`src/rtl/alu_pkg.sv`:
```
// ============================================================================
// Module : alu_pkg
// Brief  : Shared opcodes, buffer state encoding and result record for the
//          ALU result stage.
// Rev    : 1.0  initial release
// ============================================================================
`default_nettype none

package alu_pkg;

  // The record widths follow the ALU datapath; the stage parameters default to these.
  localparam int ALU_DATA_W = 32;
  localparam int ALU_OP_W   = 4;

  localparam logic [ALU_OP_W-1:0] OP_EQU  = 4'b0000;
  localparam logic [ALU_OP_W-1:0] OP_NEQ  = 4'b0001;
  localparam logic [ALU_OP_W-1:0] OP_LT   = 4'b0010;
  localparam logic [ALU_OP_W-1:0] OP_GT   = 4'b0011;
  localparam logic [ALU_OP_W-1:0] OP_AND  = 4'b0100;
  localparam logic [ALU_OP_W-1:0] OP_ADD  = 4'b0101;
  localparam logic [ALU_OP_W-1:0] OP_ADD2 = 4'b0110;
  localparam logic [ALU_OP_W-1:0] OP_SUB  = 4'b0111;
  localparam logic [ALU_OP_W-1:0] OP_ILL0 = 4'b1110;
  localparam logic [ALU_OP_W-1:0] OP_ILL1 = 4'b1111;

  typedef enum logic [1:0] {
    EMPTY = 2'd0,
    ONE   = 2'd1,
    FULL  = 2'd2
  } rs_state_t;

  typedef struct packed {
    logic [ALU_DATA_W-1:0] data;
    logic [3:0]            flags;   // {Z,V,N,C}
    logic [ALU_OP_W-1:0]   op;
    logic                  illegal;
  } alu_res_t;

  function automatic logic is_ovf_op(input logic [ALU_OP_W-1:0] op);
    return (op == OP_ADD) || (op == OP_ADD2) || (op == OP_SUB);
  endfunction

endpackage

`default_nettype wire

```
`src/rtl/alu_res_capture.sv`:
```
// ============================================================================
// Module : alu_res_capture
// Brief  : Combinational mapping of raw ALU outputs and opcode into the
//          stored result record.
// Rev    : 1.0  initial release
// ============================================================================
`default_nettype none

module alu_res_capture
  import alu_pkg::*;
(
  input  logic [ALU_OP_W-1:0]   op,
  input  logic [ALU_DATA_W-1:0] data,
  input  logic                  zero,
  input  logic                  ovf,
  input  logic                  neg,
  input  logic                  carry,
  output alu_res_t              res
);

  always_comb begin
    res    = '0;
    res.op = op;
    if ((op == OP_ILL0) || (op == OP_ILL1)) begin
      // The ALU drives X on these opcodes, so nothing from it is kept.
      res.illegal = 1'b1;
    end else if (op <= OP_AND) begin
      res.flags = {zero, ovf, neg, carry};
    end else begin
      res.data  = data;
      res.flags = {zero, ovf, neg, carry};
    end
  end

endmodule

`default_nettype wire

```
`src/rtl/alu_result_stage.sv`:
```
// ============================================================================
// Module : alu_result_stage
// Brief  : Registered 2-entry skid stage behind the ALU with a saturating
//          overflow-event counter. Optional sticky flags: ALU_STICKY_FLAGS_EN.
// Rev    : 1.0  initial release
// ============================================================================
`default_nettype none

module alu_result_stage
  import alu_pkg::*;
#(
  parameter int bits_size  = ALU_DATA_W,
  parameter int cntrl_size = ALU_OP_W,
  parameter int cnt_size   = 16
) (
  input  logic                  clk,
  input  logic                  rst,
  input  logic                  in_valid,
  output logic                  in_ready,
  input  logic [cntrl_size-1:0] Alu_Cntrl,
  input  logic [bits_size-1:0]  OUT,
  input  logic                  Zero,
  input  logic                  oVerflow,
  input  logic                  Negative,
  input  logic                  Carry,
  output logic                  res_valid,
  input  logic                  res_ready,
  output logic [bits_size-1:0]  res_data,
  output logic [3:0]            res_flags,
  output logic [cntrl_size-1:0] res_op,
  output logic                  res_illegal,
`ifdef ALU_STICKY_FLAGS_EN
  input  logic                  sticky_clr,
  output logic [3:0]            sticky_flags,
`endif
  output logic [cnt_size-1:0]   ovf_count
);

  rs_state_t          state_q, state_d;
  alu_res_t           head_q, head_d;
  alu_res_t           skid_q, skid_d;
  logic               in_ready_q, in_ready_d;
  logic [cnt_size-1:0] ovf_count_q, ovf_count_d;
  alu_res_t           cap;
  logic               accept;
  logic               drain;

  alu_res_capture u_capture (
    .op    (Alu_Cntrl),
    .data  (OUT),
    .zero  (Zero),
    .ovf   (oVerflow),
    .neg   (Negative),
    .carry (Carry),
    .res   (cap)
  );

  assign res_valid = (state_q != EMPTY);
  assign accept    = in_valid & in_ready_q;
  assign drain     = res_valid & res_ready;

  always_comb begin
    state_d     = state_q;
    head_d      = head_q;
    skid_d      = skid_q;
    ovf_count_d = ovf_count_q;

    case (state_q)
      EMPTY: begin
        if (accept) begin
          head_d  = cap;
          state_d = ONE;
        end
      end
      ONE: begin
        if (accept && drain) begin
          head_d = cap;
        end else if (accept) begin
          skid_d  = cap;
          state_d = FULL;
        end else if (drain) begin
          state_d = EMPTY;
        end
      end
      FULL: begin
        // in_ready is low here, so only a drain can happen.
        if (drain) begin
          head_d  = skid_q;
          state_d = ONE;
        end
      end
      default: state_d = EMPTY;
    endcase

    // Registered ready looks ahead at the state being entered.
    in_ready_d = (state_d != FULL);

    if (accept && is_ovf_op(cap.op) && oVerflow && (ovf_count_q != '1)) begin
      ovf_count_d = ovf_count_q + 1'b1;
    end
  end

  always_ff @(posedge clk or posedge rst) begin
    if (rst) begin
      state_q     <= EMPTY;
      head_q      <= '0;
      skid_q      <= '0;
      in_ready_q  <= 1'b0;
      ovf_count_q <= '0;
    end else begin
      state_q     <= state_d;
      head_q      <= head_d;
      skid_q      <= skid_d;
      in_ready_q  <= in_ready_d;
      ovf_count_q <= ovf_count_d;
    end
  end

  assign in_ready    = in_ready_q;
  assign res_data    = head_q.data;
  assign res_flags   = head_q.flags;
  assign res_op      = head_q.op;
  assign res_illegal = head_q.illegal;
  assign ovf_count   = ovf_count_q;

`ifdef ALU_STICKY_FLAGS_EN
  logic [3:0] sticky_q, sticky_d;

  always_comb begin
    sticky_d = sticky_q;
    if (sticky_clr) begin
      sticky_d = '0;
    end else if (accept && !cap.illegal) begin
      sticky_d = sticky_q | cap.flags;
    end
  end

  always_ff @(posedge clk or posedge rst) begin
    if (rst) begin
      sticky_q <= '0;
    end else begin
      sticky_q <= sticky_d;
    end
  end

  assign sticky_flags = sticky_q;
`endif

endmodule

`default_nettype wire

```
`config.mk`:
```
export PLATFORM = sky130hd
export DESIGN_NAME = alu_result_stage
export DESIGN_NICKNAME = d
export VERILOG_FILES = /design/src/rtl/alu_pkg.sv /design/src/rtl/alu_res_capture.sv /design/src/rtl/alu_result_stage.sv
export SDC_FILE = /design/constraint.sdc
export NUM_CORES = 1
export LEC_CHECK = 0
export ABC_AREA = 1
export BUFFER_PORTS_ARGS = -buffer_cell sky130_fd_sc_hd__clkbuf_2
export CAP_MARGIN = 20
export CORE_AREA = 2 2 96 116
export DETAILED_ROUTE_END_ITERATION = 6
export DIE_AREA = 0 0 98 118
export GPL_ROUTABILITY_DRIVEN = 0
export PLACE_DENSITY = 0.82
export SYNTH_ARGS = -nofsm -noshare
export SYNTH_HDL_FRONTEND = slang
export SYNTH_HIERARCHICAL = 1
export SYNTH_SLANG_ARGS = --single-unit
```
`constraint.sdc`:
```
create_clock -name clk -period 4.2 [get_ports clk]
set_input_delay 0.84 -clock clk [delete_from_list [all_inputs] [get_ports clk]]
set_output_delay 0.84 -clock clk [all_outputs]
set_load 0.005 [all_outputs]
```
== Yosys cells after proc, flatten, opt, wreduce, memory -nomap -nowiden ==
Index checks and enable logic that the tools add are counted.
Storage, ports and cells
  memories: 0
  memory bits (read-only): 0
  bits in writable memories: 0
  output and inout bits: 59
  latch bits: 0
  logic and storage cells: 53
  bits in registers: 101
Operators by class
  eq/ne operators: 12
  add/subtract/negate cells: 1
  shifts and indexed selects: 0
  bitwise operators: 3
  div/mod/pow operators: 0
  order comparisons: 1
  muxes and demuxes: 13
  reduce and logical (&&, ||, !) cells: 12
  $mul: 0
Operator list (number)
  41-bit 2-to-1 mux: 3
  41-bit one-hot mux with 3 select lines: 1
  36-bit 2-to-1 mux: 1
  32-bit 2-to-1 mux: 1
  16-bit by 1-bit adder with 16-bit output (second input constant): 1
  16-bit != test (second input constant): 1
  4-bit by 3-bit == test with 1-bit output (second input constant): 3
  2-bit 2-to-1 mux: 5
  4-bit == test (second input constant): 2
  2-bit != test (second input constant): 4
  2-bit one-hot mux with 3 select lines: 1
  4-bit by 3-bit <= comparator with 1-bit output (second input constant): 1
  1-bit logical AND: 4
  4-bit AND reduction: 1
  1-bit logical OR: 3
  3-bit AND reduction: 1
  3-bit nonzero test: 1
  1-bit AND: 2
  2-bit by 1-bit == test with 1-bit output (second input constant): 1
  2-bit == test (second input constant): 1
  2-bit zero test: 1
  2-bit nonzero test: 1
  1-bit 2-to-1 mux: 1
  1-bit inverter: 1

== Longest topological paths before layout ==
  depth after elaboration: 7
  gate-level depth with buffers: 9
  depth with buffers taken out: 8

== Cells and area by module ==
The synthesis kept the hierarchy.
By module, submodules not included
  alu_result_stage: times used 1, area an instance 4664.5 µm², cells each 600
  alu_res_capture: times used 1, area an instance 439.2 µm², cells each 90

== Worst setup path before layout ==
Ideal clock, no wire load.
  path kind: input port to flip-flop
  start point: input Alu_Cntrl[3]
  end point: register ovf_count_q[3], in the netlist ovf_count[3]
  arrival time: 1.704 ns
  required time: 4.084 ns
  slack: 2.380 ns
  library setup time: 0.116 ns
  stages on the path: 8
  path through: buf_4 -> inv_1 -> nand3_1 -> nor2_1 -> o21ai_4 -> buf_6 -> nand2_1 -> nand2_1
On the way
  cells in the longest elaborated chain, start to end: 6
Ends and longest elaborated chain
  start: declaration: RTL line alu_result_stage.sv:20  | input logic [cntrl_size-1:0] Alu_Cntrl,
  4-bit by 3-bit == test with 1-bit output: RTL line alu_pkg.sv:40  | return (op == OP_ADD) || (op == OP_ADD2) || (op == OP_SUB);
  1-bit logical OR: RTL line alu_pkg.sv:40
  1-bit logical OR (*): RTL line alu_pkg.sv:40
  1-bit logical AND (*) (3 in a row): RTL line alu_result_stage.sv:98  | if (accept && is_ovf_op(cap.op) && oVerflow && (ovf_count_q != '1)) begin
  end signal: assignment: RTL line alu_result_stage.sv:115  | ovf_count_q <= ovf_count_d;
  end: declaration: RTL line alu_result_stage.sv:43  | logic [cnt_size-1:0] ovf_count_q, ovf_count_d;
Every way passes the cells marked *; elsewhere a longest branch is shown, timed or not.
A chain may end at the register's enable or synchronous reset.

==> results.sh <==
export IMPL_grt_overflow=0
export IMPL_fin_skew_ns=0.008173
export IMPL_maxSlewViolCount=0
export IMPL_met3_length_um=774
export IMPL_netlist_area_um2=5104
export IMPL_ir_drop_uv=306.6
export IMPL_drv_cap=0
export IMPL_pin_count=103
export IMPL_n_antenna_cell=0
export IMPL_drtPass1Iterations=4
export IMPL_dieWidth_um=98
export IMPL_clock_fmax_mhz=473.9
export IMPL_dp_final_hpwl_um=7167
export IMPL_synthArstFlopShare=1.000
export IMPL_synth_fp_nets=735
export IMPL_r2r_end="ovf_count[15]$_DFFE_PP0P_"
export IMPL_min_to="res_data[20]$_DFFE_PP0P_"
export IMPL_worstHoldPathCells=2
export IMPL_ctsResizeCount=0
export IMPL_cp_arrival_ns=2.34
export IMPL_cts_tree="done"
export IMPL_clock_root_buffer="clkbuf_16"
export IMPL_end_kind="register"
export IMPL_avgViaCountPerCell=4.860
export IMPL_core_rowCount=41
export IMPL_cts_hold_buf=0
export IMPL_grt_pass1_vias=4008
export IMPL_register_area_um2=2527
export IMPL_p_leak_nw=3.177
export IMPL_wl_met1_um=4775
export IMPL_multi_input_area_um2=2107
export IMPL_hold_viol=0
export IMPL_dp_slack_ns=1.735
export IMPL_finalSetupViolations=0
export IMPL_netlist_instances=690
export IMPL_grt_pass1_wl_um=18380
export IMPL_ys_flop_type="dfrtp_1"
export IMPL_drc_errors=0
export IMPL_die_h_um=118
export IMPL_synthToLayoutAreaGrowth_pct=16.25
export IMPL_critPathMaxFanout=32
export IMPL_path_class="in -> reg"
export IMPL_worstMarginPinSlew_ns=0.9292
export IMPL_post_route_worst_setup_slack_ns=2.090
export IMPL_num_vias=4398
export IMPL_power_density_nw_per_um2=589.9
export IMPL_synth_avg_cell_area_um2=7.397
export IMPL_post_drt_wl_per_cell_um=11.89
export IMPL_portBuffers=102
export IMPL_path_clk_slew_ns=0.07
export IMPL_cts_sinks=101
export IMPL_cts_path_max_buffers=2
export IMPL_clkLatencyLatePin_ns=0.34
export IMPL_fin_crit_sh=0.5024
export IMPL_period_needed_ns=2.110
export IMPL_drtAntennaViolNets=0
export IMPL_antenna_found_initial=0
export IMPL_yosys_warnings=6
export IMPL_core_area_um2=10410
export IMPL_topRoutingLayerUsed="met4"
export IMPL_relSlewSlack=0.3791
export IMPL_grt_use_total=0.1940
export IMPL_reg2reg_from="ovf_count[1]$_DFFE_PP0P_"
export IMPL_start_util=0.4901
export IMPL_fp_dieArea_um2=11560
export IMPL_synth_edf_count=0
export IMPL_cts_buffers=9
export IMPL_cp_required_ns=4.43
export IMPL_cts_setup_buffers=0
export IMPL_htreeDepth=3
export IMPL_wirelength_um=10760
export IMPL_min_path_type="reg -> reg"
export IMPL_ys_types=26
export IMPL_cp_start_kind="input port"
export IMPL_grt_max_degree=84
export IMPL_drt_iter0_markers=180
export IMPL_r2r_setup_slack_ns=2.41
export IMPL_status="completed"
export IMPL_nNetsFinal=816
export IMPL_route_met2_wl_um=5036
export IMPL_drive_gt1_frac=0.1920
export IMPL_ys_seq_area_frac=0.4952
export IMPL_setup_tns_final_ns=0
export IMPL_min_from="res_data[20]$_DFFE_PP0P_"
export IMPL_fill_cells=991
export IMPL_rsz0062_at_grt="false"
export IMPL_synth_seq_cells=101
export IMPL_reg2reg_depth=8
[cells in the final DEF, fill, tap and decap left out, drive strengths merged]
cell    instances
nand3          10
clkbuf        114
dfrtp         101
xnor2           7
clkinv          4
nand2         314
nor2           53
ha              1
buf             5
o21ai          93
nand4           5
o31ai           1
and2            1
bufinv          1
inv            66
[metrics by stage]
step           hold WS, ns  instance area [um2]    util  total power, mW  instances
3_3_place_gp        0.4526                 5593  0.5371            2.623        888
2_1_floorplan       0.4479                 5104       -            2.275        690
6_report            0.4685                 5933  0.5697            3.500        905
5_1_grt             0.4943                 5933  0.5697            3.776        905
3_5_place_dp        0.4575                 5593  0.5371            2.670        888
4_1_cts             0.4748                 5906  0.5671            3.534        904
[power breakdown]
group	internal [mW]	switching (mW)
registers	1.36	0.179
logic	0.411	0.698
clock network	0.498	0.354
[cells in the mapped netlist, types with 2 or more instances]
master      n  area [um2]
nor2_2     11       68.82
nand2_1   310        1164
buf_4       9       67.56
nor2_4      2       22.52
buf_6       4       45.04
clkbuf_1   11       41.29
o21ai_0    91       455.4
inv_2       2       7.510
buf_2      12       60.06
nand4_1     5       31.28
inv_1      63       236.5
dfrtp_1   101        2527
nand2_2     4       25.02
xnor2_1     7       61.31
nor2_1     40       150.1
nand3_1     8       40.04
[metal layers]
metal | GRT usage | vias up
met3 | 0.05701 | 16
li1 | - | 2271
met4 | 0.06510 | 0
met5 | 0 | -
met1 | 0.2428 | 2007
met2 | 0.3206 | 104
[how the worst max path moves through the flow]
stage | startpoint | end | cells after the start
2_1_floorplan | rst | in_ready$_DFF_PP0_ | 1
3_3_place_gp | Alu_Cntrl[2] | res_data[31]$_DFFE_PP0P_ | 9
3_5_place_dp | in_valid | skid_q[19]$_DFFE_PP0P_ | 6
4_1_cts | in_valid | skid_q[19]$_DFFE_PP0P_ | 6
5_1_grt | Alu_Cntrl[2] | res_data[27]$_DFFE_PP0P_ | 9
6_report | Alu_Cntrl[2] | res_data[6]$_DFFE_PP0P_ | 9
[registers in the layout (all words and copies together), names as in the netlist]
register and count:
res_op 4, res_flags 4, in_ready 1, state_q 2
res_data 32, res_illegal 1, skid_q 41, ovf_count 16
[kinds of logic (layout without fill, tap and decap cells)]
kind of cell,Yosys count,in the layout,synth area share
AO/OA/AOI/OAI,94,94,0.09488
XOR/XNOR,7,7,0.01201
adder cells (fa/ha/maj),1,1,0.002451
buffers and inverters,104,190,0.09463
flip-flops,101,101,0.4952
AND/OR/NAND/NOR,383,383,0.3008
[final cells by class]
cell class | instances | area share
clock inverter | 4 | 0.009490
clock buffer | 12 | 0.04323
sequential | 101 | 0.4260
inverter | 67 | 0.04323
tap | 129 | 0.02720
timing repair buffer | 107 | 0.09574
multi-input combinational | 485 | 0.3551
[worst max-delay path, cell delays in order]
cell and delay [ns]:
clkbuf_2 0.14, nand2_1 0.10, nand2_2 0.06, nor2_4 0.70
nor2_1 0.15, nand2_1 0.10, o21ai_0 0.08, nand2_1 0.09
nand2_1 0.05
(Power assumes the default switching activity.)
